`src/rtl/mux_arb_n.sv`:
```
// N-input registered selector with direct-select and round-robin modes.
// Define MUX_ARB_N_SKID_EN to add a skid entry behind the output register.
module mux_arb_n #(
    parameter int unsigned WIDTH  = 64,
    parameter int unsigned NUM_IN = 4,
    parameter int unsigned SEL_W  = (NUM_IN > 1) ? $clog2(NUM_IN) : 1
) (
    input  logic                      clk,
    input  logic                      reset,
    input  logic [NUM_IN-1:0]         in_valid,
    input  logic [NUM_IN*WIDTH-1:0]   in_data,
    output logic [NUM_IN-1:0]         in_ready,
    input  logic                      mode,
    input  logic [SEL_W-1:0]          sel,
    output logic                      out_valid,
    output logic [WIDTH-1:0]          out_data,
    output logic [SEL_W-1:0]          out_src,
    input  logic                      out_ready
);

    logic [SEL_W-1:0] rr_ptr_q, rr_ptr_d;
    logic             out_valid_q, out_valid_d;
    logic [WIDTH-1:0] out_data_q, out_data_d;
    logic [SEL_W-1:0] out_src_q, out_src_d;

    logic             grant_vld;
    int unsigned      grant_idx;
    int unsigned      idx;
    int unsigned      nxt;
    logic [WIDTH-1:0] grant_data;
    logic [SEL_W-1:0] grant_src;
    logic             can_accept;
    logic             accept;
    logic             pop;

    // Loop bounds keep sel >= NUM_IN from ever matching an input.
    always_comb begin
        grant_vld = 1'b0;
        grant_idx = 0;
        idx       = 0;
        if (!mode) begin
            for (int unsigned i = 0; i < NUM_IN; i++) begin
                if (!grant_vld && sel == i[SEL_W-1:0] && in_valid[i]) begin
                    grant_vld = 1'b1;
                    grant_idx = i;
                end
            end
        end else begin
            for (int unsigned k = 0; k < NUM_IN; k++) begin
                idx = k + 32'(rr_ptr_q);
                if (idx >= NUM_IN) idx = idx - NUM_IN;
                if (!grant_vld && in_valid[idx]) begin
                    grant_vld = 1'b1;
                    grant_idx = idx;
                end
            end
        end
    end

    assign grant_data = in_data[grant_idx*WIDTH +: WIDTH];
    assign grant_src  = grant_idx[SEL_W-1:0];
    assign pop        = out_valid_q && out_ready;
    assign accept     = grant_vld && can_accept && !reset;

    always_comb begin
        in_ready = '0;
        if (accept) in_ready[grant_idx] = 1'b1;
    end

    always_comb begin
        nxt      = grant_idx + 1;
        if (nxt >= NUM_IN) nxt = 0;
        rr_ptr_d = rr_ptr_q;
        if (accept && mode) rr_ptr_d = nxt[SEL_W-1:0];
    end

`ifdef MUX_ARB_N_SKID_EN
    logic             skid_valid_q, skid_valid_d;
    logic [WIDTH-1:0] skid_data_q, skid_data_d;
    logic [SEL_W-1:0] skid_src_q, skid_src_d;

    assign can_accept = !skid_valid_q;

    // A parked word always moves ahead of any new grant, preserving order.
    always_comb begin
        out_valid_d  = out_valid_q;
        out_data_d   = out_data_q;
        out_src_d    = out_src_q;
        skid_valid_d = skid_valid_q;
        skid_data_d  = skid_data_q;
        skid_src_d   = skid_src_q;
        if (!out_valid_q || pop) begin
            if (skid_valid_q) begin
                out_valid_d  = 1'b1;
                out_data_d   = skid_data_q;
                out_src_d    = skid_src_q;
                skid_valid_d = 1'b0;
            end else if (accept) begin
                out_valid_d = 1'b1;
                out_data_d  = grant_data;
                out_src_d   = grant_src;
            end else begin
                out_valid_d = 1'b0;
            end
        end else if (accept) begin
            skid_valid_d = 1'b1;
            skid_data_d  = grant_data;
            skid_src_d   = grant_src;
        end
    end

    always_ff @(posedge clk) begin
        if (reset) begin
            skid_valid_q <= 1'b0;
            skid_data_q  <= '0;
            skid_src_q   <= '0;
        end else begin
            skid_valid_q <= skid_valid_d;
            skid_data_q  <= skid_data_d;
            skid_src_q   <= skid_src_d;
        end
    end
`else
    assign can_accept = !out_valid_q || out_ready;

    always_comb begin
        out_valid_d = out_valid_q;
        out_data_d  = out_data_q;
        out_src_d   = out_src_q;
        if (accept) begin
            out_valid_d = 1'b1;
            out_data_d  = grant_data;
            out_src_d   = grant_src;
        end else if (pop) begin
            out_valid_d = 1'b0;
        end
    end
`endif

    always_ff @(posedge clk) begin
        if (reset) begin
            rr_ptr_q    <= '0;
            out_valid_q <= 1'b0;
            out_data_q  <= '0;
            out_src_q   <= '0;
        end else begin
            rr_ptr_q    <= rr_ptr_d;
            out_valid_q <= out_valid_d;
            out_data_q  <= out_data_d;
            out_src_q   <= out_src_d;
        end
    end

    assign out_valid = out_valid_q;
    assign out_data  = out_data_q;
    assign out_src   = out_src_q;

endmodule

```
`config.mk`:
```
export PLATFORM = sky130hd
export DESIGN_NAME = mux_arb_n
export DESIGN_NICKNAME = d
export VERILOG_FILES = /design/src/rtl/mux_arb_n.sv
export SDC_FILE = /design/constraint.sdc
export NUM_CORES = 1
export LEC_CHECK = 0
export CAP_MARGIN = 20
export CORE_ASPECT_RATIO = 0.7
export CORE_MARGIN = 5
export CORE_UTILIZATION = 30
export CTS_CLUSTER_SIZE = 14
export DETAILED_ROUTE_END_ITERATION = 7
export GPL_ROUTABILITY_DRIVEN = 0
export PLACE_DENSITY = 0.62
export REMOVE_ABC_BUFFERS = 1
export SYNTH_ARGS = -nofsm -noshare
export SYNTH_HDL_FRONTEND = slang
export SYNTH_SLANG_ARGS = --single-unit
export TNS_END_PERCENT = 1
```
`constraint.sdc`:
```
create_clock -name clk -period 4.5 [get_ports clk]
set_input_delay 0.45 -clock clk [delete_from_list [all_inputs] [get_ports clk]]
set_output_delay 0.45 -clock clk [all_outputs]
set_load 0.02 [all_outputs]
```
* Word level (Yosys, flattened, before mapping)
Index checks and enable logic that the tools add are counted.
Cells by class: equal/unequal tests 3, shift-type cells 1, mux-type cells 45, add/subtract/negate cells 8, magnitude comparators 11, reductions and logical operators 26
Operators by type and width (count):
- 32-bit 2-to-1 mux | 15
- 256-bit by 33-bit indexed part select with 64-bit output | 1
- 32-bit by 3-bit less-than comparator with 1-bit output, second input constant | 5
- 32-bit by 1-bit adder with 32-bit output, second input constant | 1
- 32-bit by 1-bit >= comparator with 1-bit output, second input constant | 1
- 32-bit by 3-bit >= comparator with 1-bit output, second input constant | 1
- 1-bit 2-to-1 mux | 23
- 1-bit logical AND | 15
- 3-bit by 3-bit subtractor with 4-bit output, second input constant | 3
- 3-bit >= comparator, second input constant | 3
- 1-bit binary-select mux with 2-bit select | 4
- 1-bit logical NOT | 8
- 2-bit by 2-bit adder with 3-bit output, first input constant | 2
- 2-bit == test, second input constant | 2
- 4-bit 2-to-1 mux | 1
- 2-bit by 3-bit subtractor with 4-bit output, second input constant | 1
- 1-bit by 2-bit adder with 3-bit output, first input constant | 1
- 2-bit by 3-bit >= comparator with 1-bit output, second input constant | 1
- 1-bit demux with 2-bit select | 1
- 2-bit by 1-bit == test with 1-bit output, second input constant | 1
- 2-bit logical NOT | 1
- 2-bit 2-to-1 mux | 1
- 2-bit nonzero test | 1
- 1-bit logical OR | 1
Word-level totals: register bits 69, input port bits 266, output and inout port bits 71, word-level logic and storage cells 98

* Longest topological paths before layout
word-level depth 24, mapped depth 20, depth with buffers taken out 16

* Worst setup path after synthesis
No wires, ideal clock.
kind register -> register, start reg rr_ptr_q[0], end reg rr_ptr_q[1], period minus slack after synthesis 3978 ps, library setup time 74 ps, data required time 4426 ps, path slack 522 ps, stages on the path, launching flop included 17, arrival time 3903 ps, path buffers 2, cells stage by stage dfxtp_1 > buf_2 > inv_1 > ha_1 > buf_6 > or4b_1 > o22ai_1 > o2111ai_1 > a31oi_1 > nand3_1 > ha_1 > nor4b_1 > nand2_1 > nor4_1 > nand4b_1 > o32a_1 > o21ai_0
Between the ends: word-level cells in the longest chain between the ends 22, elaborated cells on any way between the ends 52, those cells by class add/sub (8); order compare (5); mux (30); reduce/logical (9)
RTL lines:
- start, declared | RTL line 21 | logic [SEL_W-1:0] rr_ptr_q, rr_ptr_d;
- start signal, assigned | RTL line 147 | rr_ptr_q <= rr_ptr_d;
- 2-bit by 3-bit subtractor with 4-bit output or 2-bit by 3-bit >= comparator with 1-bit output (tied branches) | RTL line 51 | if (idx >= NUM_IN) idx = idx - NUM_IN;
- 32-bit 2-to-1 mux | RTL line 51
- 32-bit 2-to-1 mux | RTL line 41 | if (!mode) begin
- 1-bit binary-select mux with 2-bit select | RTL line 52 | if (!grant_vld && in_valid[idx]) begin
- 1-bit 2-to-1 mux (not written as such) | RTL line 52
- 1-bit 2-to-1 mux | RTL line 52
- 1-bit 2-to-1 mux | RTL line 41
- 1-bit logical NOT | RTL line 52
- [... 6 more ...]
- 1-bit 2-to-1 mux | RTL line 41
- 1-bit logical NOT | RTL line 52
- 1-bit logical AND | RTL line 52
- 32-bit 2-to-1 mux or 1-bit 2-to-1 mux (tied branches) | RTL line 52
- 32-bit 2-to-1 mux or 1-bit 2-to-1 mux (tied branches) | RTL line 41
- 32-bit by 1-bit adder with 32-bit output or 1-bit logical AND (tied branches) | RTL line 71, 63
- 32-bit by 3-bit >= comparator with 1-bit output or 1-bit logical AND (tied branches) | RTL line 72, 63
- 2-bit 2-to-1 mux or 1-bit logical AND (tied branches) | RTL line 72, 74
Parallel ways exist; a longest one is shown, timed or not. The select of a mux whose other input is x is not followed. A chain may end at the register's enable or synchronous reset.

* Worst setup path after layout
start reg rr_ptr_q[1], end reg rr_ptr_q[1]
The elaborated chain is that of the path after synthesis.

==> flow_summary.json <==
{
  "power.clock.fraction_pct": 25.4,
  "cp_slowest_stage_delay_ns": 0.57,
  "ys_seq_elements": 69,
  "num_io_pins": 337,
  "drc_errors": 0,
  "worstPathMaxFanout": 11,
  "startpoint_type": "register",
  "layout_setup_ws_ns": 0.4050,
  "period_share_pct": 91.00,
  "yosys.area.top_type": "dfxtp_1",
  "io_buffer_count": 336,
  "synthToLayoutAreaGrowth_pct": 62.81,
  "layout_common_cells": "336 x clkdlybuf4s50_1, 69 x nand2_1, 69 x dfxtp_1",
  "drive_above_1_share_pct": 12.27,
  "clk-insertion-delay-late_ns": 0.33,
  "die_y_um": 126.2,
  "synth-edff-count": 0,
  "grt_pass1_wl_um": 34420,
  "grt_max_degree": 129,
  "fp.coreArea_sq_mm": 0.01892,
  "totalWireLength_um": 22690,
  "power_uw": 2599,
  "wire_per_inst_um": 19.38,
  "ir_drop_mv": 0.1515,
  "period_needed_ns": 4.095,
  "drtIter0Drc": 264,
  "leakagePower_uw": 0.003645,
  "status": "finished clean",
  "hpwl_um": 16840,
  "synth_top_area_share_pct": 23.86,
  "syn_area_sq_mm": 0.005789,
  "end_kind": "register",
  "crit_path_top_delay_cell": "ha_1",
  "rsz0062_at_grt": "no",
  "dp_cells": 1155,
  "arrival_ns": 4.36,
  "worstSetupPathType": "reg2reg",
  "synth_cell_types": 60,
  "rows": 42,
  "cp_cell_sequence": "inv_1 > ha_1 > mux4_2 > nor3b_1 > o21ai_0 > a31oi_1 > nand3_1 > ha_1 > nor4b_1 > nand2_1 > nor4_2 > nand4b_1 > o32a_1 > o21ai_0",
  "syn_inst": 630,
  "final_common_cell": "clkdlybuf4s50_1",
  "setup_viol": 0,
  "drv_cap": 0,
  "diodes": 0,
  "finalClockSkew_ns": 0.004883,
  "worst_pin_slew_ns": 1.137,
  "clkTransAtPathRegs_ns": 0.06,
  "antenna_found_initial": 0,
  "comb_power_share_pct": 45.5,
  "first_pass_iters": 5,
  "grt_usage_pct": 19.59,
  "initial_core_util_pct": 30.60,
  "seqPwrFrac_pct": 29.1,
  "synth_top_flop_cell": "dfxtp_1",
  "post_cts_buffers": 0,
  "netlist_top_cells_area": "dfxtp_1 24%, o211ai_2 13%, mux2i_1 12%",
  "cts_buffers": 9,
  "detail-route-antenna-nets": 0,
  "clock_path_buffers": 2,
  "fp.dieW_um": 176.0,
  "path_delay_family": "simple AND/OR/NAND/NOR gates",
  "cts_tree": "built",
  "synth_warnings": 0,
  "hold_viol": 0,
  "fmax_mhz": 244.2,
  "crit_buf_inv": 1,
  "fill_cells": 1823,
  "grt-ovfl-total": 0,
  "power_density_mw_per_mm2": 275.7,
  "critPathRequiredTime_ns": 4.76,
  "ys_async_sr_fraction_pct": 0,
  "cts.sinks": 69,
  "slew_headroom_pct": 24.18,
  "p_sw_uw": 914.2,
  "cellInternalPower_uw": 1685,
  "num_vias": 6009,
  "clock-root-buffer": "clkbuf_16",
  "drv_slew": 0,
  "whs_ns": 0.4692,
  "nNetsFinal": 1205,
  "ys_seq_area_share_pct": 23.86,
  "htree_levels": 3,
  "grt_pass1_vias": 5969,
  "place_ws_ns": 0.2974,
  "syn_area_per_cell_sq_um": 9.189,
  "viasPerCell": 5.132,
  "hp-class": "reg2reg",
  "swShare_pct": 35.18,
  "final_cells": 1171,
  "dieArea_sq_mm": 0.02222
}
-- layer usage --
| layer | GRT usage [%] | wire length, um | vias to the layer above |
|---|---|---|---|
| li1 | - | - | 2979 |
| met1 | 24.36 | 9519 | 2759 |
| met2 | 31.70 | 10470 | 242 |
| met3 | 7.130 | 2120 | 29 |
| met4 | 6.141 | 575 | 0 |
| met5 | 0 | 0 | - |
-- synth_stat cells, types with 4 or more instances --
library cell  count
mux2i_1          67
nand2_1          69
clkbuf_1         33
ha_1             15
nor2_1            5
nand3_1           7
nor4_1            5
a21boi_0         64
buf_12            6
and3_1           66
buf_6            10
buf_2            18
o21ai_0           4
inv_1             4
o211ai_1         67
o211ai_2         62
dfxtp_1          69
-- logic make-up after synthesis --
logic type / count (synthesis) / share of synthesized area, %
buf+inv: 77 / 8.861
compound gates: 217 / 33.78
mux: 75 / 13.98
simple gates: 177 / 16.27
fa+ha+maj: 15 / 3.242
flops: 69 / 23.86
-- power groups by stage --
stage	registers [uW]	clock network (uW)	logic [uW]
floorplan	887	0	472
global placement	768	0	1190
detailed placement	769	0	1200
CTS	758	683	1200
global route	770	706	1270
finish	757	661	1180
-- area by class of cell --
class | count | area (sq um) | area share [%]
multi-input cells | 484 | 3948 | 41.88
repair buffers | 354 | 3498 | 37.12
flip-flops and latches | 69 | 1381 | 14.66
well taps | 242 | 302.8 | 3.213
clock buffers | 11 | 232.7 | 2.469
inverters | 6 | 35.03 | 0.3717
clock inverters | 5 | 27.53 | 0.2920
-- sequential cells by signal, indices dropped and copies added (netlist names) --
name       cells
out_src        2
out_data      64
out_valid      1
rr_ptr_q       2
-- tightest hold or removal path, cell delays in order, from the launching register on --
cell and delay [ns]:
dfxtp_1 0.32, nand2_1 0.06, o211ai_2 0.06
-- worst paths after layout --
kind | startpoint | endpoint | slack, ns | cells after the start
max reg2reg | rr_ptr_q[1] | rr_ptr_q[1] | 0.40 | 14
min reg2reg | out_data[17] | out_data[17] | 0.47 | 2
min | out_data[17] | out_data[17] | 0.47 | 2
max | rr_ptr_q[1] | rr_ptr_q[1] | 0.40 | 14
-- stage by stage --
stage	TNS (ns)	area (sq um)	util, %
after CTS	0	9419	49.79
after global placement	0	9159	48.41
after detailed placement	0	9159	48.41
after global routing	0	9425	49.82
final	0	9425	49.82
after floorplan	-145.54	5311	-
-- what timing repair did --
action                                  in CTS  in global routing
resized for setup                            0                  1
endpoints found under the setup margin       0                  2
hold buffers                                 0                  0
Note: power is estimated with default switching activity, not from simulation.
